<file path="src/rtl/alu_arbiter.sv">
// alu_arbiter: two-requester round-robin front end for a shared combinational ALU
module alu_arbiter #(
  parameter int WIDTH = 32
) (
  input  logic             clk,
  input  logic             rst_n,
  input  logic             r0_valid,
  input  logic             r1_valid,
  output logic             r0_ready,
  output logic             r1_ready,
  input  logic [WIDTH-1:0] r0_a,
  input  logic [WIDTH-1:0] r0_b,
  input  logic [WIDTH-1:0] r1_a,
  input  logic [WIDTH-1:0] r1_b,
  input  logic [2:0]       r0_op,
  input  logic [2:0]       r1_op,
  output logic [WIDTH-1:0] alu_a,
  output logic [WIDTH-1:0] alu_b,
  output logic [2:0]       alu_control,
  input  logic [WIDTH-1:0] alu_result,
  input  logic             alu_zero,
  output logic             rsp_valid,
  output logic             rsp_id,
  output logic [WIDTH-1:0] rsp_result,
  output logic             rsp_zero,
  output logic             rsp_err,
  input  logic             rsp_ready,
  output logic [15:0]      gnt_cnt0,
  output logic [15:0]      gnt_cnt1
);
  typedef enum logic [1:0] {IDLE, EXEC, RESP} state_t;
  state_t           state_q, state_d;
  logic             ptr_q, ptr_d;
  logic [WIDTH-1:0] a_q, a_d, b_q, b_d, res_q, res_d;
  logic [2:0]       op_q, op_d;
  logic             id_q, id_d, zero_q, zero_d, err_q, err_d;
  logic [15:0]      cnt0_q, cnt0_d, cnt1_q, cnt1_d;
  logic             gnt0, gnt1, illegal;
  // grant only in IDLE and out of reset; pointer breaks ties when both are valid
  always_comb begin
    gnt0 = rst_n && state_q == IDLE && r0_valid && (!r1_valid || !ptr_q);
    gnt1 = rst_n && state_q == IDLE && r1_valid && (!r0_valid || ptr_q);
    illegal = op_q == 3'b011 || op_q == 3'b111;
  end
  // next-state: latch operands on accept, capture ALU output in EXEC, hold in RESP
  always_comb begin
    state_d = state_q;
    ptr_d   = ptr_q;
    a_d     = a_q;
    b_d     = b_q;
    op_d    = op_q;
    id_d    = id_q;
    res_d   = res_q;
    zero_d  = zero_q;
    err_d   = err_q;
    cnt0_d  = cnt0_q;
    cnt1_d  = cnt1_q;
    case (state_q)
      IDLE: if (gnt0 || gnt1) begin
        state_d = EXEC;
        ptr_d   = gnt0;
        a_d     = gnt1 ? r1_a : r0_a;
        b_d     = gnt1 ? r1_b : r0_b;
        op_d    = gnt1 ? r1_op : r0_op;
        id_d    = gnt1;
        cnt0_d  = cnt0_q + 16'(gnt0);
        cnt1_d  = cnt1_q + 16'(gnt1);
      end
      EXEC: begin
        state_d = RESP;
        res_d   = illegal ? '0 : alu_result;
        zero_d  = !illegal && alu_zero;
        err_d   = illegal;
      end
      RESP:    state_d = rsp_ready ? IDLE : RESP;
      default: state_d = IDLE;
    endcase
  end
  // state register with synchronous active-low reset clearing everything
  always_ff @(posedge clk) begin
    if (!rst_n) begin
      state_q <= IDLE;
      ptr_q   <= 1'b0;
      a_q     <= '0;
      b_q     <= '0;
      op_q    <= '0;
      id_q    <= 1'b0;
      res_q   <= '0;
      zero_q  <= 1'b0;
      err_q   <= 1'b0;
      cnt0_q  <= '0;
      cnt1_q  <= '0;
    end else begin
      state_q <= state_d;
      ptr_q   <= ptr_d;
      a_q     <= a_d;
      b_q     <= b_d;
      op_q    <= op_d;
      id_q    <= id_d;
      res_q   <= res_d;
      zero_q  <= zero_d;
      err_q   <= err_d;
      cnt0_q  <= cnt0_d;
      cnt1_q  <= cnt1_d;
    end
  end
  assign r0_ready    = gnt0;
  assign r1_ready    = gnt1;
  assign alu_a       = a_q;
  assign alu_b       = b_q;
  assign alu_control = op_q;
  assign rsp_valid   = state_q == RESP;
  assign rsp_id      = id_q;
  assign rsp_result  = res_q;
  assign rsp_zero    = zero_q;
  assign rsp_err     = err_q;
  assign gnt_cnt0    = cnt0_q;
  assign gnt_cnt1    = cnt1_q;
endmodule

</file>
<file path="config.mk">
export PLATFORM = sky130hd
export DESIGN_NAME = alu_arbiter
export DESIGN_NICKNAME = d
export VERILOG_FILES = /design/src/rtl/alu_arbiter.sv
export SDC_FILE = /design/constraint.sdc
export NUM_CORES = 1
export LEC_CHECK = 0
export ABC_AREA = 1
export CELL_PAD_IN_SITES_DETAIL_PLACEMENT = 1
export CELL_PAD_IN_SITES_GLOBAL_PLACEMENT = 2
export CORE_MARGIN = 5
export CORE_UTILIZATION = 20
export CTS_CLUSTER_DIAMETER = 200
export DETAILED_ROUTE_END_ITERATION = 7
export MAX_ROUTING_LAYER = met4
export PLACE_DENSITY = 0.81
export SETUP_SLACK_MARGIN = 0.5
export SYNTH_ARGS = -nofsm -noshare
export SYNTH_HDL_FRONTEND = slang
export SYNTH_SLANG_ARGS = --single-unit
</file>
<file path="constraint.sdc">
create_clock -name clk -period 3.05 [get_ports clk]
set_clock_uncertainty 0.1 [all_clocks]
set_input_delay 0.915 -clock clk [delete_from_list [all_inputs] [get_ports clk]]
set_output_delay 0.915 -clock clk [all_outputs]
set_load 0.01 [all_outputs]
</file>
Yosys cells after proc, flatten, opt, wreduce, memory -nomap -nowiden
Index checks and enable logic that the tools add are counted.
{"block": "totals", "ff_bits": 137, "output_inout_bits": 137, "input_bits": 172}
{"block": "op_classes", "muxes": 7, "eq_ne": 5, "add_sub_neg": 2, "n_reduce_logical": 16}
{"cell": "2-to-1 mux 32 bit", "count": 3}
{"cell": "adder 16 x 1 -> 16 bit", "count": 2}
{"cell": "logical AND 1 bit", "count": 6}
{"cell": "case mux 2 bit (3 select lines)", "count": 1}
{"cell": "logical NOT 1 bit", "count": 4}
{"cell": "logical OR 1 bit", "count": 4}
{"cell": "2-to-1 mux 2 bit", "count": 2}
{"cell": "equality test 3 x 2 -> 1 bit, second input constant", "count": 1}
{"cell": "equality test 3 bit, second input constant", "count": 1}
{"cell": "2-to-1 mux 3 bit", "count": 1}
{"cell": "equality test 2 x 1 -> 1 bit, second input constant", "count": 1}
{"cell": "equality test 2 bit, second input constant", "count": 1}
{"cell": "logical NOT 2 bit", "count": 1}
{"cell": "inequality test 2 x 1 -> 1 bit, second input constant", "count": 1}
{"cell": "AND reduction 2 bit", "count": 1}

Logic depth before layout (Yosys ltp)
Gate-level depths: netlist of the first run.
{"block": "depth", "depth_word": 7, "mapped_depth": 15, "mapped_depth_nobuf": 14}

Worst setup path after synthesis of the first run
No wires, ideal clock.
{"block": "synth_path", "kind": "input -> register", "from": "input port rst_n", "to": "register cnt1_q[12], in the netlist gnt_cnt1[12]", "path_slack_ps": 255, "arrival_ps": 2579, "cell_stages": 13, "path_cell_list": "buf_2 -> nand2_4 -> nor2_8 -> inv_2 -> clkbuf_1 -> nor2_1 -> ha_1 -> nand2_1 -> nor2_1 -> and2_1 -> nand3_1 -> o21ai_0 -> nor2_1"}
{"block": "synth_via", "elab_chain_cells": 5}
{"element": "start: declaration", "line_no": "6", "rtl": "input logic rst_n,"}
{"element": "parallel branches: the longest is 5 deep, another holds adder 16 x 1 -> 16 bit"}
{"element": "end signal: assignment", "line_no": "104", "rtl": "cnt1_q <= cnt1_d;"}
{"element": "end: declaration", "line_no": "37", "rtl": "logic [15:0] cnt0_q, cnt0_d, cnt1_q, cnt1_d;"}
Several ways; the timed one is not identified.
A chain may end at the register's enable or synchronous reset.

Worst setup path in the final report of the first run
{"block": "layout_path", "from": "register cnt0_q[1], in the netlist gnt_cnt0[1]", "to": "output port gnt_cnt0[1]"}
{"element": "start: declaration", "line_no": "37"}
{"element": "start signal: assignment", "line_no": "103", "rtl": "cnt0_q <= cnt0_d;"}
{"element": "end: declaration", "line_no": "28", "rtl": "output logic [15:0] gnt_cnt0,"}
No word-level cell between the ends.

==> results.txt, run 1 <==
----------------------------------------------------
[Timing]
  Number of hold violations in the final report ... 0
  Crit share post-route ... 0.8282
  Worst-Margin Slew ... roughly 0.64 ns
  Relative slew slack ... 0.5700
  Final critical path time including I/O delays and setup ... ~2.5 ns
  Setup repair after global routing missed its margin ... yes
  FMAX ... 0.3959 GHz
  Number of setup violations in the final report ... 0
  Number of pins exceeding their max-slew limit in the final report ... 0
  Summed negative setup slack over all endpoints ... 0 ns

[Critical path]
  R2R setup slack ... 0.71 ns
  Largest delay share family, worst path ... buffers and inverters
  CP Max Fanout ... 4
  Worst path required time ... 2.03 ns
  Slowest cell delay on critical path ... approximately 0.62 ns
  Crit path DAT ... approximately 1.5 ns
  Startpoint Class ... register
  Worst path buffer plus inverter count ... 1
  Crit. End Element ... primary output
  Category of the critical setup timing path ... register to primary output
  Critical-path cell with the highest stage delay ... clkdlybuf4s50_1
  Cell Chain, Critical Path ... clkdlybuf4s50_1

[Job]
  Max-capacitance violation count ... 0

[Synthesis]
  Post-synthesis net count ... 958
  Sequential fraction of the synthesis area ... 0.4738
  Synth Cell Area ... between 5000 and 6000 um^2
  Number of synthesis warnings ... 0
  Instance count of the mapped netlist ... 781
  Commonest cells in the synthesized netlist ... nand2_1 (221), dfxtp_1 (137), nor2_1 (86)
  Cell taking the most area after synthesis ... dfxtp_1
  Yosys top cell area share ... 0.4738
  Async set or reset register ratio after synthesis ... 0
  Number of synthesized register bits ... roughly 140
  Netlist cell types ... 29
  Most numerous cell in the Yosys netlist ... nand2_1
  Synthesized area per cell ... about 7.4 um^2
  Number of enable flip-flop cells after synthesis ... 0
  Synth top area cells ... dfxtp_1 (47%), nand2_1 (14%), a31oi_1 (7.2%)
  Most frequently used flop master after synthesis ... dfxtp_1

[Placement]
  Final Wtd Congestion ... 0.7818
  Area post-placement ... between 9000 and 10000 um^2
  Post-DP HPWL ... 18090 um
  Port Buffers ... 308
  Placed cell count ... 1447

[Power and ir drop]
  Final Power ... 5.299 mW
  Part of the total power dissipated in the clock network ... 0.411
  Maximum ir drop on the vdd rail ... 0.2778 mV
  Power density over cell area ... 525.8 nW/um^2
  Net switching component of the power ... 1.481 mW
  Internal power ... roughly 3.8 mW
  Sw frac ... 0.2795
  Register share of total power ... 0.383
  Static leakage ... approximately 3.7 nW
  Gate power share ... 0.206

[Route]
  DRC Markers ... 0
  Via Count ... 6489
  Final routed wire length divided by cell count ... 16.52 um
  Final antenna-violating net count ... 0
  Detailed-route wire length ... 24500 um
  Starting DRT DRC Count ... 187
  Via count normalized by instance count ... 4.376
  Detailed-router iteration count before antenna repair ... 4

[Die]
  Height of the chip ... about 180 um
  Die area ... 32440 um^2
  Placeable core region ... 28630 um^2
  Num rows ... 62
  Initial standard-cell utilization of the core ... 0.2022
  Total I/O pin count ... a little over 300
  Die width ... 180.1 um

[GRT]
  First-pass GRT wire length ... 38120 um
  GR Overflow Total ... 0
  Maximum number of pins on one net before global-route repair ... 70
  Number of antenna violations at the first check in global routing ... 2
  Number of global-route vias before repair ... 6969
  Overall track demand over capacity in global routing ... 0.1509

[Clocking]
  H-tree Lvls ... 4
  TritonCTS Buffers ... 17
  Clock transition at the registers of the reported paths ... ~0.07 ns
  Total clock sinks ... around 140
  Worst-Skew Late Latency ... 0.41 ns
  CTS tree ... done
  Clk root buf ... clkbuf_16
  Clk buf depth ... 2

[Final layout]
  Post-Layout Cell Count ... 1483
  Synthesis-to-finish area growth ... 74.10%
  Number of nets in the layout ... 1261
  Post-Layout Inst Area ... around 10000 um^2
  Share of final-layout standard cells stronger than drive strength 1 ... 0.07748

[Outcome]
  Result of the run ... finished clean

[Min path]
  Class of the worst hold path ... register to register

----------------------------------------------------
-- layout by cell type (no fill, tap or decap), types with 22 or more instances in the layout --
cell type / Yosys / layout
inv_1: 32 / 32
nand2_1: 221 / 219
dfxtp_1: 137 / 136
a31oi_1: 67 / 67
nor2_1: 86 / 83
buf_4: 5 / 22
clkdlybuf4s50_1: 0 / 302
a21oi_1: 49 / 49
o21ai_0: 55 / 54
a22oi_1: 33 / 33
-- final cells by class --
type                       count  area (um^2)
multi-input combinational    557         2735
fill                        3399        18550
clock buffer                  19        452.9
timing repair buffer         337         3374
antenna                        2        5.005
clock inverter                13        155.1
sequential                   137         2744
inverter                      34        130.1
tap                          384        480.5
-- sequential cells by signal (all words and copies together) (netlist names) --
signal / flops
alu_b: 32
rsp_result: 32
rsp_err: 1
alu_a: 32
gnt_cnt0: 16
state_q: 2
gnt_cnt1: 16
ptr_q: 1
alu_control: 3
rsp_zero: 1
rsp_id: 1
-- cell families after synthesis --
logic type,Yosys count,synth area share
flip-flops,137,0.4738
buffers and inverters,87,0.06377
AND/OR/NAND/NOR,341,0.2358
XOR/XNOR,3,0.004540
adder cells (fa/ha/maj),5,0.01081
AO/OA/AOI/OAI,208,0.2112
-- per-layer routing --
| layer | vias up | GRT usage | share of wire |
|---|---|---|---|
| li1 | 3239 | - | - |
| met4 | 0 | 0.03539 | 0.018 |
| met5 | - | - | 0 |
| met1 | 3023 | 0.1651 | 0.41 |
| met2 | 206 | 0.2562 | 0.49 |
| met3 | 21 | 0.06419 | 0.080 |
-- power groups by stage --
stage / clock network, mW / logic (mW) / registers (mW)
after floorplan: 0 / 0.352 / 2.12
after global placement: 0 / 1.10 / 2.06
after detailed placement: 0 / 1.11 / 2.07
after CTS: 2.26 / 1.12 / 2.03
after global routing: 2.32 / 1.19 / 2.05
final: 2.18 / 1.09 / 2.03
-- worst paths after layout --
kind / endpoint / depth (start not counted) / startpoint
worst min-delay path: rsp_id / 2 / rsp_id
worst max-delay path: gnt_cnt0[1] / 1 / gnt_cnt0[1]
worst min register to register: rsp_id / 2 / rsp_id
worst max register to register: gnt_cnt0[10] / 13 / state_q[1]
-- stage by stage --
stage / hold WS [ns] / utilization / setup slack [ns]
3_5_place_dp: 0.3786 / 0.3290 / -0.3038
4_1_cts: 0.3896 / 0.3507 / 0.4378
6_report: 0.3838 / 0.3520 / 0.5241
2_1_floorplan: 0.3826 / - / 0.5093
5_1_grt: 0.4105 / 0.3520 / 0.4801
3_3_place_gp: 0.3658 / 0.3290 / -0.2401
-- timing repair --
item / CTS / global route
setup buffers: 1 / 1
endpoints found under the hold margin: 0 / 0
pin swaps: 4 / 4
hold buffers: 0 / 0
setup endpoints to repair: 20 / 11
resized for setup: 17 / 11
No activity file was read; power rests on OpenSTA's default activity.
==> inputs of run 2 (changes only) <==
clock period = 2.5 ns   (was 3.05 ns; I/O delays follow)
==> run 2 against run 1 <==
  * Highest routed layer unchanged
  * First-iteration DRC count is 17% lower
  * Wire length about the same
  * Worst setup slack got worse by 0.17 ns
  * Sequential power is 22% higher
  * Largest cell class unchanged
  * Combinational power increased by 16%
  * Hold slack lost 0.011 ns
  * Critical path depth rose by 4
  * Via count increased by 0.55%
  * Cell area grew 2.3%
  * Global-route usage is 0.15 points lower
  * Clock-buffer cell count did not move
==> results.txt, run 2 (synthesis results as in run 1) <==
----------------------------------------------------
[Outcome]
  Result of the run ... finished clean

[Timing]
  Relative slew slack ... 0.7352 (+0.1652)
  Number of pins exceeding their max-slew limit in the final report ... 0 (unchanged)
  Final critical path time including I/O delays and setup ... 2.145 ns
  Worst-Margin Slew ... 0.3972 ns (-0.2468 ns)
  Final Worst Setup Slack ... 0.3548 ns (-0.1693 ns)
  Setup repair after global routing missed its margin ... yes
  Crit share post-route ... 0.8581
  Number of hold violations in the final report ... 0 (unchanged)
  Summed negative setup slack over all endpoints ... 0 ns (unchanged)
  FMAX ... 0.4662 GHz
  Number of setup violations in the final report ... 0 (unchanged)

[Die]
  Die area ... 32440 um^2 (unchanged)
  Die width ... 180.1 um (unchanged)
  Total I/O pin count ... 309 (unchanged)
  Height of the chip ... 180.1 um (unchanged)
  Placeable core region ... 28630 um^2 (unchanged)
  Initial standard-cell utilization of the core ... 0.2022 (unchanged)
  Num rows ... 62 (unchanged)

[Clocking]
  TritonCTS Buffers ... 17 (unchanged)
  Clk root buf ... clkbuf_16
  Worst-Skew Late Latency ... 0.41 ns (about the same)
  H-tree Lvls ... 4 (unchanged)
  Clock transition at the registers of the reported paths ... 0.06 ns (about the same)
  Total clock sinks ... 137 (unchanged)
  Clk buf depth ... 2 (unchanged)
  # hold bufs at CTS ... 0 (unchanged)
  CTS tree ... done

[Critical path]
  Worst flop-to-flop path startpoint ... state_q[1]
  Crit. End Element ... primary output
  Crit path DAT ... 1.30 ns (-0.21 ns)
  R2R setup slack ... 0.51 ns (-0.20 ns)
  Worst Reg2Reg Path Length in Cells ... 13 (unchanged)
  Category of the critical setup timing path ... input pin to primary output
  Worst setup path endpoint ... r1_ready
  Worst path required time ... 1.65 ns (-0.38 ns)
  Startpoint of the worst setup timing path ... r0_valid
  CP Max Fanout ... 2 (-2)
  R2r endpoint ... gnt_cnt0[10]
  Startpoint Class ... input pin

[Final layout]
  Share of final-layout standard cells stronger than drive strength 1 ... 0.1448 (+0.06730)
  Number of nets in the layout ... 1276 (+1.2%)
  Most common library cell in the layout ignoring fill and taps ... nand2_1
  Highest-count cells in the layout ignoring fill and taps ... nand2_1 (211), clkdlybuf4s50_1 (168), dlygate4sd2_1 (123)
  Synthesis-to-finish area growth ... 78.08%
  Antenna cell count ... 0 (-2)
  Filler cell count in the final layout ... 3392 (-0.21%)

[Route]
  Final routed wire length divided by cell count ... 16.37 um (-0.90%)
  Detailed-route wire length ... 24490 um (about the same)
  Starting DRT DRC Count ... 155 (-17%)
  Detailed-router iteration count before antenna repair ... 6 (+2)
  Via Count ... 6525 (+0.55%)
  Via count normalized by instance count ... 4.362 (-0.32%)
  DRC Markers ... 0 (unchanged)
  Final antenna-violating net count ... 0 (unchanged)

[Power and ir drop]
  Maximum ir drop on the vdd rail ... 0.3407 mV (+23%)
  Static leakage ... 4.363 nW (+17%)
  Power density over cell area ... 618.1 nW/um^2 (+18%)

[GRT]
  First-pass GRT wire length ... 37730 um (-1.0%)
  Number of global-route vias before repair ... 6846 (-1.8%)
  Overall track demand over capacity in global routing ... 0.1494 (-0.001496)
  Number of antenna violations at the first check in global routing ... 0 (-2)
  Maximum number of pins on one net before global-route repair ... 60 (-14%)
  GR Overflow Total ... 0 (unchanged)

[Job]
  Max-capacitance violation count ... 0 (unchanged)

[Min path]
  Class of the worst hold path ... register to register

[Placement]
  Port Buffers ... 308 (unchanged)
  Pre-CTS setup slack ... -0.5389 ns (-0.2351 ns)
  Post-DP HPWL ... 18140 um (+0.23%)
  Final Wtd Congestion ... 0.7965 (+1.9%)

----------------------------------------------------
[run 2: stage by stage]
stage	cell area (um^2)	std cells	total power, mW	hold slack, ns	util
finish	10310	1496	6.371	0.3725	0.3601
CTS	10090	1488	6.490	0.3890	0.3523
floorplan	5922	781	3.028	0.3828	-
detailed placement	9594	1454	3.906	0.3752	0.3352
global route	10310	1496	6.719	0.4168	0.3601
global placement	9594	1454	3.889	0.3705	0.3352
[run 2: worst min-delay path by stage]
stage | startpoint | to | slack, ns | cells after the start
4_1_cts | gnt_cnt1[4] | gnt_cnt1[4] | 0.39 | 2
5_1_grt | gnt_cnt0[10] | gnt_cnt0[10] | 0.42 | 2
2_1_floorplan | ptr_q | ptr_q | 0.38 | 2
6_report | gnt_cnt0[10] | gnt_cnt0[10] | 0.37 | 2
3_5_place_dp | gnt_cnt1[4] | gnt_cnt1[4] | 0.38 | 2
3_3_place_gp | gnt_cnt1[8] | gnt_cnt1[8] | 0.37 | 2
[run 2: cell type report]
cell class / count / area, um^2 / share of cell area
Multi-Input combinational cell: 557 / 2927 / 0.2839
Clock buffer: 19 / 432.9 / 0.04200
Clock inverter: 13 / 170.2 / 0.01651
Timing Repair Buffer: 352 / 3381 / 0.3280
Sequential cell: 137 / 2786 / 0.2703
Inverter: 34 / 130.1 / 0.01262
Tap cell: 384 / 480.5 / 0.04661
[run 2: what timing repair did]
item	in CTS	in global routing
resized for setup	187	56
gates cloned	0	0
pin swaps	5	23
setup buffers	2	8
endpoints found under the setup margin	238	40
hold endpoints to repair	0	0
[run 2: power breakdown]
| part | switching (mW) | internal [mW] | total, mW |
|---|---|---|---|
| logic | 0.605 | 0.653 | 1.26 |
| clock network | 1.06 | 1.58 | 2.64 |
| registers | 0.102 | 2.37 | 2.47 |
[run 2: worst max-delay path: stages]
cell	delay [ns]
buf_2	0.13
nand2_2	0.07
nand2_4	0.07
nor2_8	0.15
buf_6	0.12
[run 2: routing by layer]
layer,vias to the layer above,wire [um],global-route usage
met3,23,2086,0.06500
li1,3268,-,-
met1,3019,10360,0.1686
met4,0,360,0.03630
met5,-,0,-
met2,215,11680,0.2456
==> inputs of run 3 (changes only) <==
CORE_ASPECT_RATIO = 1.2   (was not set)
CORE_MARGIN = 4   (was 5)
CTS_CLUSTER_DIAMETER = 150   (was 200)
==> run 3 against run 2 <==
  * Via count rose by 1.1%
  * Hold slack better by 0.0036 ns
  * Cell count rose by 0.13%
  * Clock-buffer cell count unchanged
  * Sequential share of layout area fell by 0.063 points
  * Fmax rose by 0.44%
  * Critical path type unchanged
  * Largest cell class unchanged
  * Largest power group unchanged
==> results.txt, run 3 (synthesis results as in run 1) <==
----------------------------------------------------
[Critical path]
  Worst setup path endpoint ... r1_ready
  Slowest cell delay on critical path ... 0.15 ns (about the same)
  Worst Reg2Reg Path Length in Cells ... 15 (+2)
  Number of cells on the critical path ... 5 (unchanged)
  Cell Chain, Critical Path ... buf_2 -> nand2_2 -> nand2_4 -> nor2_8 -> buf_6
  Largest delay share family, worst path ... simple AND/OR/NAND/NOR gates
  R2r endpoint ... gnt_cnt1[14]
  Critical-path cell with the highest stage delay ... nor2_8
  Crit. End Element ... primary output
  Startpoint Class ... input pin
  Worst path buffer plus inverter count ... 2 (unchanged)
  Category of the critical setup timing path ... input pin to primary output
  Crit path DAT ... 1.29 ns (about the same)
  Worst path required time ... 1.65 ns (about the same)
  Startpoint of the worst setup timing path ... r0_valid
  Worst flop-to-flop path startpoint ... state_q[1]
  CP Max Fanout ... 2 (unchanged)
  R2R setup slack ... 0.50 ns (about the same)

[Job]
  Max-capacitance violation count ... 0 (unchanged)

[Final layout]
  Highest-count cells in the layout ignoring fill and taps ... nand2_1 (210), clkdlybuf4s50_1 (168), dlygate4sd2_1 (124)
  Number of nets in the layout ... 1283 (+0.55%)
  Synthesis-to-finish area growth ... 78.02% (about the same)
  Share of final-layout standard cells stronger than drive strength 1 ... 0.1476 (+0.002801)
  Most common library cell in the layout ignoring fill and taps ... nand2_1

[Route]
  Final routed wire length divided by cell count ... 16.41 um (+0.23%)
  Detailed-router iteration count before antenna repair ... 4 (-2)
  Via count normalized by instance count ... 4.404 (+0.97%)
  Starting DRT DRC Count ... 186 (+20%)
  Final antenna-violating net count ... 0 (unchanged)
  DRC Markers ... 0 (unchanged)
  Via Count ... 6597 (+1.1%)
  Detailed-route wire length ... 24580 um (+0.36%)

[Power and ir drop]
  Maximum ir drop on the vdd rail ... 0.3175 mV (-6.8%)
  Final Power ... 6.366 mW (about the same)
  Static leakage ... 4.389 nW (+0.58%)
  Power density over cell area ... 617.9 nW/um^2 (about the same)

[Die]
  Initial standard-cell utilization of the core ... 0.2049 (+0.002678)
  Total I/O pin count ... 309 (unchanged)
  Die area ... 31740 um^2 (-2.2%)
  Num rows ... 67 (+8.1%)
  Placeable core region ... 28250 um^2 (-1.3%)
  Height of the chip ... 194.4 um (+7.9%)
  Die width ... 163.3 um (-9.3%)

[Clocking]
  CTS tree ... done
  Worst-Skew Late Latency ... 0.42 ns (about the same)
  H-tree Lvls ... 4 (unchanged)
  TritonCTS Buffers ... 17 (unchanged)
  Clk root buf ... clkbuf_16
  Clk buf depth ... 2 (unchanged)
  Total clock sinks ... 137 (unchanged)
  Clock transition at the registers of the reported paths ... 0.06 ns (about the same)

[GRT]
  Overall track demand over capacity in global routing ... 0.1565 (+0.007111)
  GR Overflow Total ... 0 (unchanged)
  Maximum number of pins on one net before global-route repair ... 47 (-22%)
  Number of antenna violations at the first check in global routing ... 1 (+1)
  Number of global-route vias before repair ... 6920 (+1.1%)
  First-pass GRT wire length ... 38000 um (+0.71%)

[Timing]
  Relative slew slack ... 0.6645 (-0.07074)
  Worst-Margin Slew ... 0.5033 ns (+0.1061 ns)
  Crit share post-route ... 0.8543 (-0.003740)
  Number of hold violations in the final report ... 0 (unchanged)
  Setup repair after global routing missed its margin ... yes
  Number of setup violations in the final report ... 0 (unchanged)
  Number of pins exceeding their max-slew limit in the final report ... 0 (unchanged)
  FMAX ... 0.4682 GHz (+0.44%)
  Final critical path time including I/O delays and setup ... 2.136 ns (-0.009351 ns)
  Final Worst Setup Slack ... 0.3642 ns (+0.009351 ns)

[Placement]
  Port Buffers ... 308 (unchanged)
  Post-DP HPWL ... 18200 um (+0.36%)
  Pre-CTS setup slack ... -0.4823 ns (+0.05668 ns)
  Final Wtd Congestion ... 0.7798 (-2.1%)

[Min path]
  Class of the worst hold path ... register to register

[Outcome]
  Result of the run ... finished clean

----------------------------------------------------
==> run 3: through the flow <==
stage	instances	TNS [ns]	hold slack [ns]	utilization	area, um^2
floorplan	781	0	0.3828	-	5922
global placement	1453	-20.52	0.3734	0.3382	9555
detailed placement	1453	-23.30	0.3745	0.3382	9555
CTS	1487	0	0.3788	0.3568	10080
global route	1498	0	0.4022	0.3647	10300
finish	1498	0	0.3762	0.3647	10300
==> run 3: worst min-delay path by stage <==
stage                            from           to  slack [ns]  cells past startpoint
after global routing           rsp_id       rsp_id        0.40                      2
after detailed placement       rsp_id       rsp_id        0.37                      2
after global placement    gnt_cnt1[4]  gnt_cnt1[4]        0.37                      2
after CTS                      rsp_id       rsp_id        0.38                      2
after floorplan                 ptr_q        ptr_q        0.38                      2
final                          rsp_id       rsp_id        0.38                      2
==> run 3: power by group <==
part / internal [mW] / switching, mW
logic: 0.647 / 0.605
registers: 2.37 / 0.102
clock network: 1.61 / 1.03
total: 4.63 / 1.74
==> run 3: layout make-up <==
cell class	instances	area, um^2
timing repair buffer	359	3400
sequential	137	2779
inverter	34	132.6
fill	3448	17950
antenna	1	2.502
clock inverter	12	150.1
tap	379	474.2
clock buffer	19	452.9
multi-input combinational	557	2913
==> run 3: metal layers <==
layer  GRT usage  vias up  part of all wire
met3     0.05318       15             0.077
met2      0.2709      204              0.50
met5           -        -                 0
met4     0.04102        0             0.014
met1      0.1717     3091              0.41
li1            -     3287                 -
==> run 3: worst min-delay path, stage by stage (launching register included) <==
cell and delay, ns:
dfxtp_1 0.31, nand2_1 0.05, o21ai_0 0.07
==> run 3: repair_timing <==
action,4_1_cts,5_1_grt
resized for setup,198,43
pin swaps,7,23
buffers inserted,3,10
setup endpoints to repair,236,39
hold buffers,0,0
